<file path="src/rtl/array_feeder.sv">
// array_feeder: host-side sequencer for processing_array. Buffers the A columns and
// B rows of one job, streams them into the array, drains it, reads the result back
// and hands it to the host through a ready/valid result port.
module array_feeder #(
    parameter int DATA_WIDTH = 8,
    parameter int ACC_WIDTH  = 16,
    parameter int N          = 2,
    parameter int K_MAX      = 16,
    parameter int PIPE_LAT   = 3,
    parameter int READ_LAT   = 1
) (
    input  logic                            clk,
    input  logic                            i_reset,
    input  logic                            i_wr_en,
    input  logic                            i_wr_sel,
    input  logic [$clog2(K_MAX)-1:0]        i_wr_addr,
    input  logic [N*DATA_WIDTH-1:0]         i_wr_data,
    input  logic [$clog2(K_MAX):0]          i_k_len,
    input  logic                            i_start,
    output logic                            o_busy,
    output logic [N*DATA_WIDTH-1:0]         o_a_vector,
    output logic [N*DATA_WIDTH-1:0]         o_b_vector,
    output logic                            o_data_valid,
    output logic                            o_read_en,
    output logic                            o_pa_reset,
    input  logic [N*N*ACC_WIDTH-1:0]        i_c_matrix,
    input  logic                            i_saturate_detect,
    output logic [N*N*ACC_WIDTH-1:0]        o_result,
    output logic                            o_saturate,
    output logic                            o_result_valid,
    input  logic                            i_result_ready
);

    localparam int ADDR_W = $clog2(K_MAX);
    localparam int KLEN_W = ADDR_W + 1;
    localparam int VEC_W  = N * DATA_WIDTH;
    localparam int CNT_W  = 8;

    typedef enum logic [2:0] {
        IDLE,
        CLEAR,
        STREAM,
        DRAIN,
        READ,
        CAPTURE,
        HOLD
    } state_t;

    state_t              state;
    logic [VEC_W-1:0]    a_buf [K_MAX];
    logic [VEC_W-1:0]    b_buf [K_MAX];
    logic [KLEN_W-1:0]   k_len;
    logic [KLEN_W-1:0]   k_idx;
    logic [CNT_W-1:0]    lat_cnt;
    logic                addr_ok;
    logic                start_ok;
    logic                sample_sat;

    // When the buffer depth fills the whole address space every address is legal
    if ((1 << ADDR_W) == K_MAX) begin : g_addr_full
        assign addr_ok = 1'b1;
    end else begin : g_addr_partial
        assign addr_ok = ({1'b0, i_wr_addr} < KLEN_W'(K_MAX));
    end

    assign start_ok   = i_start && (state == IDLE) && (i_k_len != '0) &&
                        (i_k_len <= KLEN_W'(K_MAX));
    assign sample_sat = (state == STREAM) || (state == DRAIN) ||
                        (state == READ)   || (state == CAPTURE);
    assign o_pa_reset = i_reset || (state == CLEAR);
    assign o_busy     = (state != IDLE);

    // Operand buffers only take host writes while idle so a running job sees frozen data
    always_ff @(posedge clk) begin
        if (!i_reset && i_wr_en && (state == IDLE) && addr_ok) begin
            if (i_wr_sel) begin
                b_buf[i_wr_addr] <= i_wr_data;
            end else begin
                a_buf[i_wr_addr] <= i_wr_data;
            end
        end
    end

    // Job sequencer with registered array-side and host-side outputs
    always_ff @(posedge clk) begin
        if (i_reset) begin
            state          <= IDLE;
            k_len          <= '0;
            k_idx          <= '0;
            lat_cnt        <= '0;
            o_a_vector     <= '0;
            o_b_vector     <= '0;
            o_data_valid   <= 1'b0;
            o_read_en      <= 1'b0;
            o_result       <= '0;
            o_saturate     <= 1'b0;
            o_result_valid <= 1'b0;
        end else begin
            if (sample_sat && i_saturate_detect) begin
                o_saturate <= 1'b1;
            end
            case (state)
                IDLE: begin
                    if (start_ok) begin
                        state      <= CLEAR;
                        k_len      <= i_k_len;
                        o_saturate <= 1'b0;
                    end
                end
                CLEAR: begin
                    state        <= STREAM;
                    o_a_vector   <= a_buf[ADDR_W'(0)];
                    o_b_vector   <= b_buf[ADDR_W'(0)];
                    o_data_valid <= 1'b1;
                    k_idx        <= KLEN_W'(1);
                end
                STREAM: begin
                    if (k_idx == k_len) begin
                        state        <= DRAIN;
                        o_a_vector   <= '0;
                        o_b_vector   <= '0;
                        o_data_valid <= 1'b0;
                        lat_cnt      <= '0;
                    end else begin
                        o_a_vector <= a_buf[k_idx[ADDR_W-1:0]];
                        o_b_vector <= b_buf[k_idx[ADDR_W-1:0]];
                        k_idx      <= k_idx + 1'b1;
                    end
                end
                DRAIN: begin
                    if (lat_cnt == CNT_W'(PIPE_LAT - 1)) begin
                        state     <= READ;
                        o_read_en <= 1'b1;
                    end else begin
                        lat_cnt <= lat_cnt + 1'b1;
                    end
                end
                READ: begin
                    state     <= CAPTURE;
                    o_read_en <= 1'b0;
                    lat_cnt   <= '0;
                end
                CAPTURE: begin
                    if (lat_cnt == CNT_W'(READ_LAT - 1)) begin
                        state          <= HOLD;
                        o_result       <= i_c_matrix;
                        o_result_valid <= 1'b1;
                    end else begin
                        lat_cnt <= lat_cnt + 1'b1;
                    end
                end
                HOLD: begin
                    if (i_result_ready) begin
                        state          <= IDLE;
                        o_result_valid <= 1'b0;
                    end
                end
                default: begin
                    state <= IDLE;
                end
            endcase
        end
    end

endmodule

</file>
<file path="config.mk">
export PLATFORM = sky130hd
export DESIGN_NAME = array_feeder
export DESIGN_NICKNAME = d
export VERILOG_FILES = /design/src/rtl/array_feeder.sv
export SDC_FILE = /design/constraint.sdc
export NUM_CORES = 1
export LEC_CHECK = 0
export BUFFER_PORTS_ARGS = -buffer_cell sky130_fd_sc_hd__buf_2
export CORE_MARGIN = 10
export CORE_UTILIZATION = 50
export CTS_BUF_LIST = sky130_fd_sc_hd__clkbuf_8
export DETAILED_ROUTE_END_ITERATION = 12
export PLACE_DENSITY = 0.75
export SLEW_MARGIN = 10
export SYNTH_ARGS = -nofsm -noshare
export SYNTH_HDL_FRONTEND = slang
export SYNTH_SLANG_ARGS = --single-unit
</file>
<file path="constraint.sdc">
create_clock -name clk -period 3.8 [get_ports clk]
set_input_delay 0.38 -clock clk [delete_from_list [all_inputs] [get_ports clk]]
set_output_delay 0.38 -clock clk [all_outputs]
set_load 0.005 [all_outputs]
</file>
==> results.toml, run 1 <==
[cts]
clockBufferDepth = 3
cts-buffers-inserted = 93
cts_root_buf = "clkbuf_8"
cts_setup_buffers = 0
cts_tree = "built"
clkTransAtPathRegs_ns = 0.06
clock_sinks = 637
clk_latency_ns = 0.68
cts_htree_levels = 3

[setup_path]
crit_required_ns = 4.14
crit_path_max_incr_delay_ns = 0.64
slowest_stage = "nor2_1"
crit_arrival_ns = 3.05
critPathKind = "flop to flop"
path_cells = "nor3_1 -> and4_1 -> nand3_1 -> nor2_1 -> buf_4"
worstSetupEndpointType = "flop"
cp_max_fo = 15
cp-start-kind = "flop"

[detailed_routing]
first_pass_iters = 5
first_iter_violations = 1397
wl_um = 59700
viasPerCell = 5.81
wl_per_cell_um = 24.3
drc = 0
ant_nets = 0
vias = 14300

[timing]
period_share_pct = 71.4
grt_setup_unrepaired = "false"
fin_skew_ns = 0.0414
tightest_slew_ns = 1.12
setup_tns_ns = 0
fmax_mhz = 369
drv_slew = 0
finalHoldViolations = 0
period_minus_slack_ns = 2.71
relSlewSlack_pct = 25.1
whs_ns = 0.0546
setup_viol = 0

[cells_and_area]
regArea_um2 = 17900
nFillCells = 3427
layout.nets = 1819
drive_gt1_share_pct = 30.0
layout-area-overhead-vs-synth_pct = 17.3
utilization_pct = 59.1
multi_input_area_um2 = 6240

[global_routing]
grt_overflow = 0
grt_pass1_vias = 14400
track_usage_pct = 20.3
grt_max_degree = 93
antenna_found_initial = 9
grt_pass1_wl_um = 90500

[power_and_ir_drop]
ir_drop_mv = 0.265
power.density_nw_per_um2 = 553
power.total_mw = 15.9
leakagePower_nw = 9.66

[logic_synthesis]
synth_cells = 1395
synth_top_area_share_pct = 62.6
synth-warning-count = 0
synth_cell_types = 49
ys_seq_area_share_pct = 72.8
synth_flop_cell = "edfxtp_1"
yosysTopAreaCell = "edfxtp_1"
synthTopCellsByArea = "edfxtp_1 (63%), mux4_2 (13%), dfxtp_1 (10%)"
synth_nets = 1497
netlist_area_um2 = 24600
async_flop_share_pct = 0
synth-seq-cells = 637
synth.avg_cell_area_um2 = 17.6
synth_enable_flop_cells = 512

[floorplanning]
die_y_um = 242
start_util_pct = 50.4
io_pins = 198
fp.dieW_um = 242
coreArea_um2 = 48700
dieArea_um2 = 58400
std_cell_rows = 81

[placed_design]
place_congestion = 0.991
port_buffers = 197
hpwl_um = 38000

[flow_run]
maxCapViolations = 0

[hold_path]
hold_class = "primary input to flop"

[outcome]
status = "completed"
where the power goes:
part	internal (mW)	switching [mW]
clock network	2.66	2.51
registers	7.78	0.231
logic	1.26	1.49
stage by stage:
stage	std cells	worst slack, ns	instance area, µm²
after floorplan	1395	0.789	24600
after global placement	2226	1.25	26500
after detailed placement	2226	1.13	26500
after CTS	2452	1.10	28800
after global routing	2453	0.838	28800
final	2454	1.09	28800
cell usage after synthesis (5+ instances only):
cell type and n:
edfxtp_1 512, nand2_1 174, mux4_2 146, dfxtp_1 125, a21oi_1 81, nor2_1 71
clkbuf_1 45, o21ai_0 39, a211oi_1 33, buf_2 22, nand3_1 15, nor3_1 15
mux4_1 14, buf_6 13, inv_1 13, nand2b_1 7, ha_1 6, mux2i_1 6
xor2_1 6, buf_1 5
sequential cells by signal (all words and copies together), names as in the netlist, named ones only:
| name | cells |
|---|---|
| a_buf | 256 |
| b_buf | 256 |
| k_idx | 5 |
| k_len | 5 |
| lat_cnt | 8 |
| o_a_vector | 16 |
| o_b_vector | 16 |
| o_data_valid | 1 |
| o_read_en | 1 |
| o_result | 64 |
| o_result_valid | 1 |
| o_saturate | 1 |
| state | 3 |
logic make-up (layout without fill, tap and decap cells):
| logic type | after synthesis | count (layout) | share of synthesized area (%) |
|---|---|---|---|
| AO/OA/AOI/OAI | 173 | 173 | 4.16 |
| XOR/XNOR | 6 | 6 | 0.214 |
| adder cells (fa/ha/maj) | 6 | 6 | 0.306 |
| buffers and inverters | 99 | 492 | 2.07 |
| flip-flops | 637 | 637 | 72.8 |
| multiplexers | 167 | 167 | 15.2 |
| other | 0 | 2 | 0 |
| AND/OR/NAND/NOR | 307 | 307 | 5.30 |
what timing repair did:
action,CTS,global route
gates resized for setup,0,0
setup endpoints to repair,0,0
hold endpoints to repair,60,0
hold buffers,60,0
metal layers:
layer  wire length [µm]  up-vias  global-route usage, %
met5                 82        -                      0
li1                   -     6154                      -
met4               1650       14                   7.82
met1              23700     7199                   26.7
met3               6260      108                   5.61
met2              27900      778                   31.6
final timing paths:
| kind | to | slack (ns) | start | depth (start not counted) |
|---|---|---|---|---|
| setup / recovery | b_buf[14][11] | 1.09 | state[2] | 5 |
| hold reg to reg | o_result[10] | 0.45 | o_result[10] | 2 |
| hold / removal | o_result[10] | 0.05 | i_c_matrix[10] | 3 |
| setup reg to reg | b_buf[14][11] | 1.09 | state[2] | 5 |
worst max-delay path, delay by kind of cell (launching register included):
family / cells / cell delay [ns]
buf+inv: 1 / 0.33
flops: 1 / 0.44
simple gates: 4 / 1.62
layout by cell type (no fill, tap or decap), drive strengths merged, types with 5 or more instances in the layout:
master | synthesis | final
edfxtp | 512 | 512
buf | 41 | 253
nand2 | 174 | 174
mux4 | 160 | 160
dfxtp | 125 | 125
clkbuf | 45 | 95
a21oi | 81 | 81
nor2 | 71 | 71
dlygate4sd3 | 0 | 60
inv | 13 | 43
o21ai | 39 | 39
a211oi | 33 | 33
clkinv | 0 | 32
nor3 | 16 | 16
nand3 | 15 | 15
nand2b | 7 | 7
xor2 | 6 | 6
mux2i | 6 | 6
ha | 6 | 6
bufinv | 0 | 5
cell type report:
cell class	count	share of cell area, %
antenna	2	0.0174
clock buffer	95	4.54
clock inverter	71	1.50
inverter	13	0.169
multi-input combinational	659	21.7
sequential	637	62.1
tap	664	2.88
timing repair buffer	313	7.15
Power figures use the tool's default switching activity.
==> run 2: changes to the inputs <==
==> constraint.sdc (replaced) <==
create_clock -name clk -period 2.8 [get_ports clk]
set_input_delay 0.28 -clock clk [delete_from_list [all_inputs] [get_ports clk]]
set_output_delay 0.28 -clock clk [all_outputs]
set_load 0.005 [all_outputs]
==> results.toml, run 2 (synthesis gave the netlist of run 1 again) <==
[detailed_routing]
viasPerCell = 5.71
first_pass_iters = 5
first_iter_violations = 1470
ant_nets = 0
wl_um = 59900
vias = 14200
drc = 0
wl_per_cell_um = 24.1

[cells_and_area]
top_regs = "a_buf: 256 flops, b_buf: 256 flops, o_result: 64 flops"
utilization_pct = 60.0
final_common_cell = "edfxtp_1"
layout-area-overhead-vs-synth_pct = 19.1
fin_cells = 2487
drive_gt1_share_pct = 30.6
layout_common_cells = "edfxtp_1 (512), buf_2 (196), nand2_1 (174), mux4_2 (146), dfxtp_1 (122)"
layout.nets = 1845

[setup_path]
rrSetupSlack_ns = 0.45
critPathKind = "flop to flop"
cp-start-kind = "flop"
startpoint = "state[2]"
reg2reg_from = "state[2]"
crit_arrival_ns = 2.69
worstSetupEndpointType = "flop"
rr_endpoint = "a_buf[6][6]"
cp_max_fo = 15
crit_required_ns = 3.15
r2r_cells = 7

[timing]
drv_slew = 0
fin_skew_ns = 0.0235
grt_setup_unrepaired = "false"
setup_tns_ns = 0
tightest_slew_ns = 0.778
period_share_pct = 83.9
relSlewSlack_pct = 48.2
setup_viol = 0
fmax_mhz = 426
finalHoldViolations = 0
period_minus_slack_ns = 2.35

[global_routing]
grt_pass1_vias = 14500
grt_overflow = 0
track_usage_pct = 20.3
grt_max_degree = 74
antenna_found_initial = 11
grt_pass1_wl_um = 90800

[hold_path]
min_delay_path_depth = 4
hold_class = "primary input to flop"
holdCritStartpoint = "i_reset"
worst_hold_path.endpoint = "k_idx[4]"

[cts]
cts_tree = "built"
cts_root_buf = "clkbuf_8"
clk_latency_ns = 0.67
cts_setup_buffers = 0
clkTransAtPathRegs_ns = 0.07
cts_resized = 0
cts_htree_levels = 3
clock_sinks = 637
clockBufferDepth = 3
cts-buffers-inserted = 94

[outcome]
status = "completed"

[power_and_ir_drop]
power.density_nw_per_um2 = 753
power.total_mw = 22.0
ir_drop_mv = 0.426
leakagePower_nw = 9.87

[placed_design]
port_buffers = 197
place_congestion = 0.916
hpwl_um = 37200
dp.cells = 2241

[floorplanning]
start_util_pct = 50.4
std_cell_rows = 81
io_pins = 198
die_y_um = 242
coreArea_um2 = 48700
fp.dieW_um = 242
dieArea_um2 = 58400

[flow_run]
maxCapViolations = 0
[run 2: through the flow]
stage | worst slack, ns | hold slack, ns | instance area (µm²)
after floorplan | 0.0327 | 0.379 | 24600
after global placement | 0.537 | 0.439 | 26700
after detailed placement | 0.511 | 0.445 | 26700
after CTS | 0.478 | 0.00697 | 29300
after global routing | 0.251 | 0.0396 | 29300
final | 0.452 | 0.0610 | 29300
[run 2: worst max-delay path: stages (launching register included)]
cell and delay [ns]:
dfxtp_1 0.45, nor3_1 0.36, inv_1 0.13, nor4b_2 0.26
buf_4 0.19, nand3b_1 0.18, nor2_1 0.21, buf_4 0.25
[run 2: layer usage]
layer | vias up | share of wire (%) | GRT usage [%]
met2 | 702 | 48 | 32.1
met4 | 16 | 3.0 | 8.28
li1 | 6218 | - | -
met5 | - | 0.17 | 0
met3 | 117 | 9.9 | 6.08
met1 | 7144 | 39 | 26.0
[run 2: worst max path at each step]
stage / to / slack (ns)
5_1_grt: a_buf[13][9] / 0.25
3_3_place_gp: a_buf[6][8] / 0.54
2_1_floorplan: b_buf[12][0] / 0.03
4_1_cts: a_buf[7][8] / 0.48
3_5_place_dp: a_buf[7][8] / 0.51
6_report: a_buf[6][6] / 0.45
[run 2: power by group]
group	leakage, nW	total, mW	internal [mW]	switching (mW)
registers	5.62	10.8	10.6	0.282
logic	3.20	3.90	1.84	2.06
clock network	1.05	7.29	3.88	3.41
[run 2: repair_timing]
item                                    CTS  global route
hold buffers                             70             0
endpoints found under the setup margin    0             0
hold endpoints to repair                 70             0
[run 2: final cells by class]
class | instances | area, µm²
Tap cell | 664 | 831
Timing Repair Buffer | 338 | 2400
Antenna cell | 2 | 5.00
Multi-Input combinational cell | 659 | 6240
Fill cell | 3406 | 19500
Sequential cell | 637 | 17900
Clock buffer | 104 | 1430
Clock inverter | 70 | 424
Inverter | 13 | 48.8
==> run 3: changes to the inputs <==
--- a/config.mk
+++ b/config.mk
@@ -5,12 +5,13 @@
 export SDC_FILE = /design/constraint.sdc
 export NUM_CORES = 1
 export LEC_CHECK = 0
+export ABC_AREA = 1
 export BUFFER_PORTS_ARGS = -buffer_cell sky130_fd_sc_hd__buf_2
 export CORE_MARGIN = 10
 export CORE_UTILIZATION = 50
 export CTS_BUF_LIST = sky130_fd_sc_hd__clkbuf_8
 export DETAILED_ROUTE_END_ITERATION = 12
-export PLACE_DENSITY = 0.75
+export PLACE_DENSITY = 0.78
 export SLEW_MARGIN = 10
 export SYNTH_ARGS = -nofsm -noshare
 export SYNTH_HDL_FRONTEND = slang
==> constraint.sdc (replaced) <==
create_clock -name clk -period 2.15 [get_ports clk]
set_input_delay 0.215 -clock clk [delete_from_list [all_inputs] [get_ports clk]]
set_output_delay 0.215 -clock clk [all_outputs]
set_load 0.005 [all_outputs]
==> results.toml, run 3 <==
[placed_design]
port_buffers = 197
dp_slack_ns = 0.145
hpwl_um = 47100
place_congestion = 0.915
dp.cells = 3436

[setup_path]
crit_arrival_ns = 1.88
worstSetupEndpointType = "output pin"
critPathTopFamily = "buffers and inverters"
worst-path-buf-inv = 4
cp-start-kind = "flop"
critPathKind = "flop to output pin"
crit_path_max_incr_delay_ns = 0.38
crit_required_ns = 1.93
slowest_stage = "dfxtp_1"
path_cells = "buf_4 -> inv_2 -> nand3_4 -> buf_8 -> nand2_1 -> buf_2"
cp_max_fo = 11

[timing]
finalHoldViolations = 0
setup_viol = 0
fmax_mhz = 477
fin_skew_ns = 0.0471
fin_ws_ns = 0.0549
period_share_pct = 97.4
period_minus_slack_ns = 2.10
relSlewSlack_pct = 53.5
drv_slew = 0
tightest_slew_ns = 0.690

[cells_and_area]
layout.nets = 3037
diodes = 0
final_common_cell = "nand2_1"
layout-area-overhead-vs-synth_pct = 18.2
layout_common_cells = "nand2_1 (859), edfxtp_1 (512), nor2_1 (295), nand3_1 (242), buf_2 (197)"
fin_cells = 3703
drive_gt1_share_pct = 15.1
top_regs = "a_buf: 256 flops, b_buf: 256 flops, o_result: 64 flops"
utilization_pct = 59.5

[detailed_routing]
wl_per_cell_um = 20.3
ant_nets = 0
wl_um = 75300
first_iter_violations = 2524
first_pass_iters = 6
viasPerCell = 5.46
drc = 0
vias = 20200

[cts]
clkTransAtPathRegs_ns = 0.06
clock_sinks = 637
cts-buffers-inserted = 100
cts_htree_levels = 3
cts_root_buf = "clkbuf_8"
cts_tree = "built"
clk_latency_ns = 0.72
clockBufferDepth = 3

[logic_synthesis]
synth-seq-cells = 637
async_flop_share_pct = 0
netlist_area_um2 = 26300
synth_cells = 2597
synth.most_common_cell = "nand2_1"
synth-warning-count = 0
synth_cell_types = 34
synth_enable_flop_cells = 512
yosysTopAreaCell = "edfxtp_1"
synth_nets = 2699
synthTopCellsByArea = "edfxtp_1 (58%), nand2_1 (12%), dfxtp_1 (9.5%)"
synthTopCellsByCount = "nand2_1 (859), edfxtp_1 (512), nor2_1 (296)"
synth_flop_cell = "edfxtp_1"
ys_seq_area_share_pct = 67.8
synth.avg_cell_area_um2 = 10.1
synth_top_area_share_pct = 58.4

[global_routing]
grt_pass1_vias = 19300
grt_pass1_wl_um = 113000
antenna_found_initial = 2
grt_overflow = 0
track_usage_pct = 23.3
grt_max_degree = 84

[power_and_ir_drop]
power.density_nw_per_um2 = 1040
leakagePower_nw = 12.7
ir_drop_mv = 0.543

[outcome]
status = "completed"

[floorplanning]
dieArea_um2 = 62300
start_util_pct = 50.3
die_y_um = 250
io_pins = 198
std_cell_rows = 84
fp.dieW_um = 250
coreArea_um2 = 52300

[hold_path]
hold_class = "primary input to flop"

[flow_run]
maxCapViolations = 0
## run 3: changes by cell type after synthesis, moves of 105 or more
cell	change
inv_1	+105
o21ai_0	+136
nand2_1	+685
nor2_1	+225
mux4_2	-146
nand3_1	+228
## run 3: logic make-up (layout without fill, tap and decap cells)
kind of cell    count (synthesis)  after routing  synth area share (%)
fa+ha+maj                       6              6                 0.285
xor+xnor                        6              6                 0.199
compound gates                257            257                  5.07
simple gates                 1416           1416                  21.6
buf+inv                       275            693                  4.98
flops                         637            637                  67.8
## run 3: per-stage QoR
stage / area [µm²] / total power [mW] / TNS (ns) / hold WS, ns
3_5_place_dp: 28400 / 22.4 / 0 / 0.457
4_1_cts: 31100 / 32.3 / 0 / 0.0328
2_1_floorplan: 26300 / 19.7 / -24.04 / 0.314
6_report: 31200 / 32.4 / 0 / 0.0850
3_3_place_gp: 28400 / 22.3 / 0 / 0.450
5_1_grt: 31200 / 33.9 / -0.0173 / 0.0967
## run 3: repair_timing
action                     CTS  global route
resized for setup            4             3
hold buffers                81             0
setup endpoints to repair    1           155
buffers inserted             0             3
pin swaps                    0             1
gates cloned                 1             0
hold endpoints to repair   165             0
## run 3: power breakdown
group	total, mW	switching [mW]	internal (mW)	leakage [nW]
registers	14.2	0.335	13.9	5.62
logic	8.50	5.67	2.83	5.97
clock network	9.67	4.75	4.92	1.13
total	32.4	10.7	21.6	12.7
## run 3: worst register-to-register path, stage by stage, from the launching register on
cell	delay (ns)
dfxtp_1	0.33
inv_2	0.15
nand2_1	0.11
inv_1	0.13
nand4_1	0.27
buf_4	0.32
nor2_1	0.15
buf_4	0.26
## run 3: per-layer routing
layer / GRT usage, % / share of wire [%] / vias up
met1: 30.7 / 39 / 9473
li1: - / - / 9362
met2: 36.3 / 46 / 1209
met3: 6.29 / 12 / 157
met5: 0 / 0.033 / -
met4: 9.19 / 3.2 / 4
## run 3: final timing paths
check	from	endpoint	slack [ns]	cells past startpoint
worst max-delay path	state[1]	o_pa_reset	0.05	6
worst min-delay path	i_start	k_len[2]	0.09	6
worst max register to register	state[2]	a_buf[14][9]	0.08	7
worst min register to register	o_result[58]	o_result[58]	0.48	2
## run 3: cell type report
type	instances	area, µm²
Sequential cell	637	17900
Multi-Input combinational cell	1685	7180
Timing Repair Buffer	384	2840
Fill cell	4078	21200
Clock inverter	70	360
Clock buffer	112	1540
Tap cell	688	861
Inverter	127	484
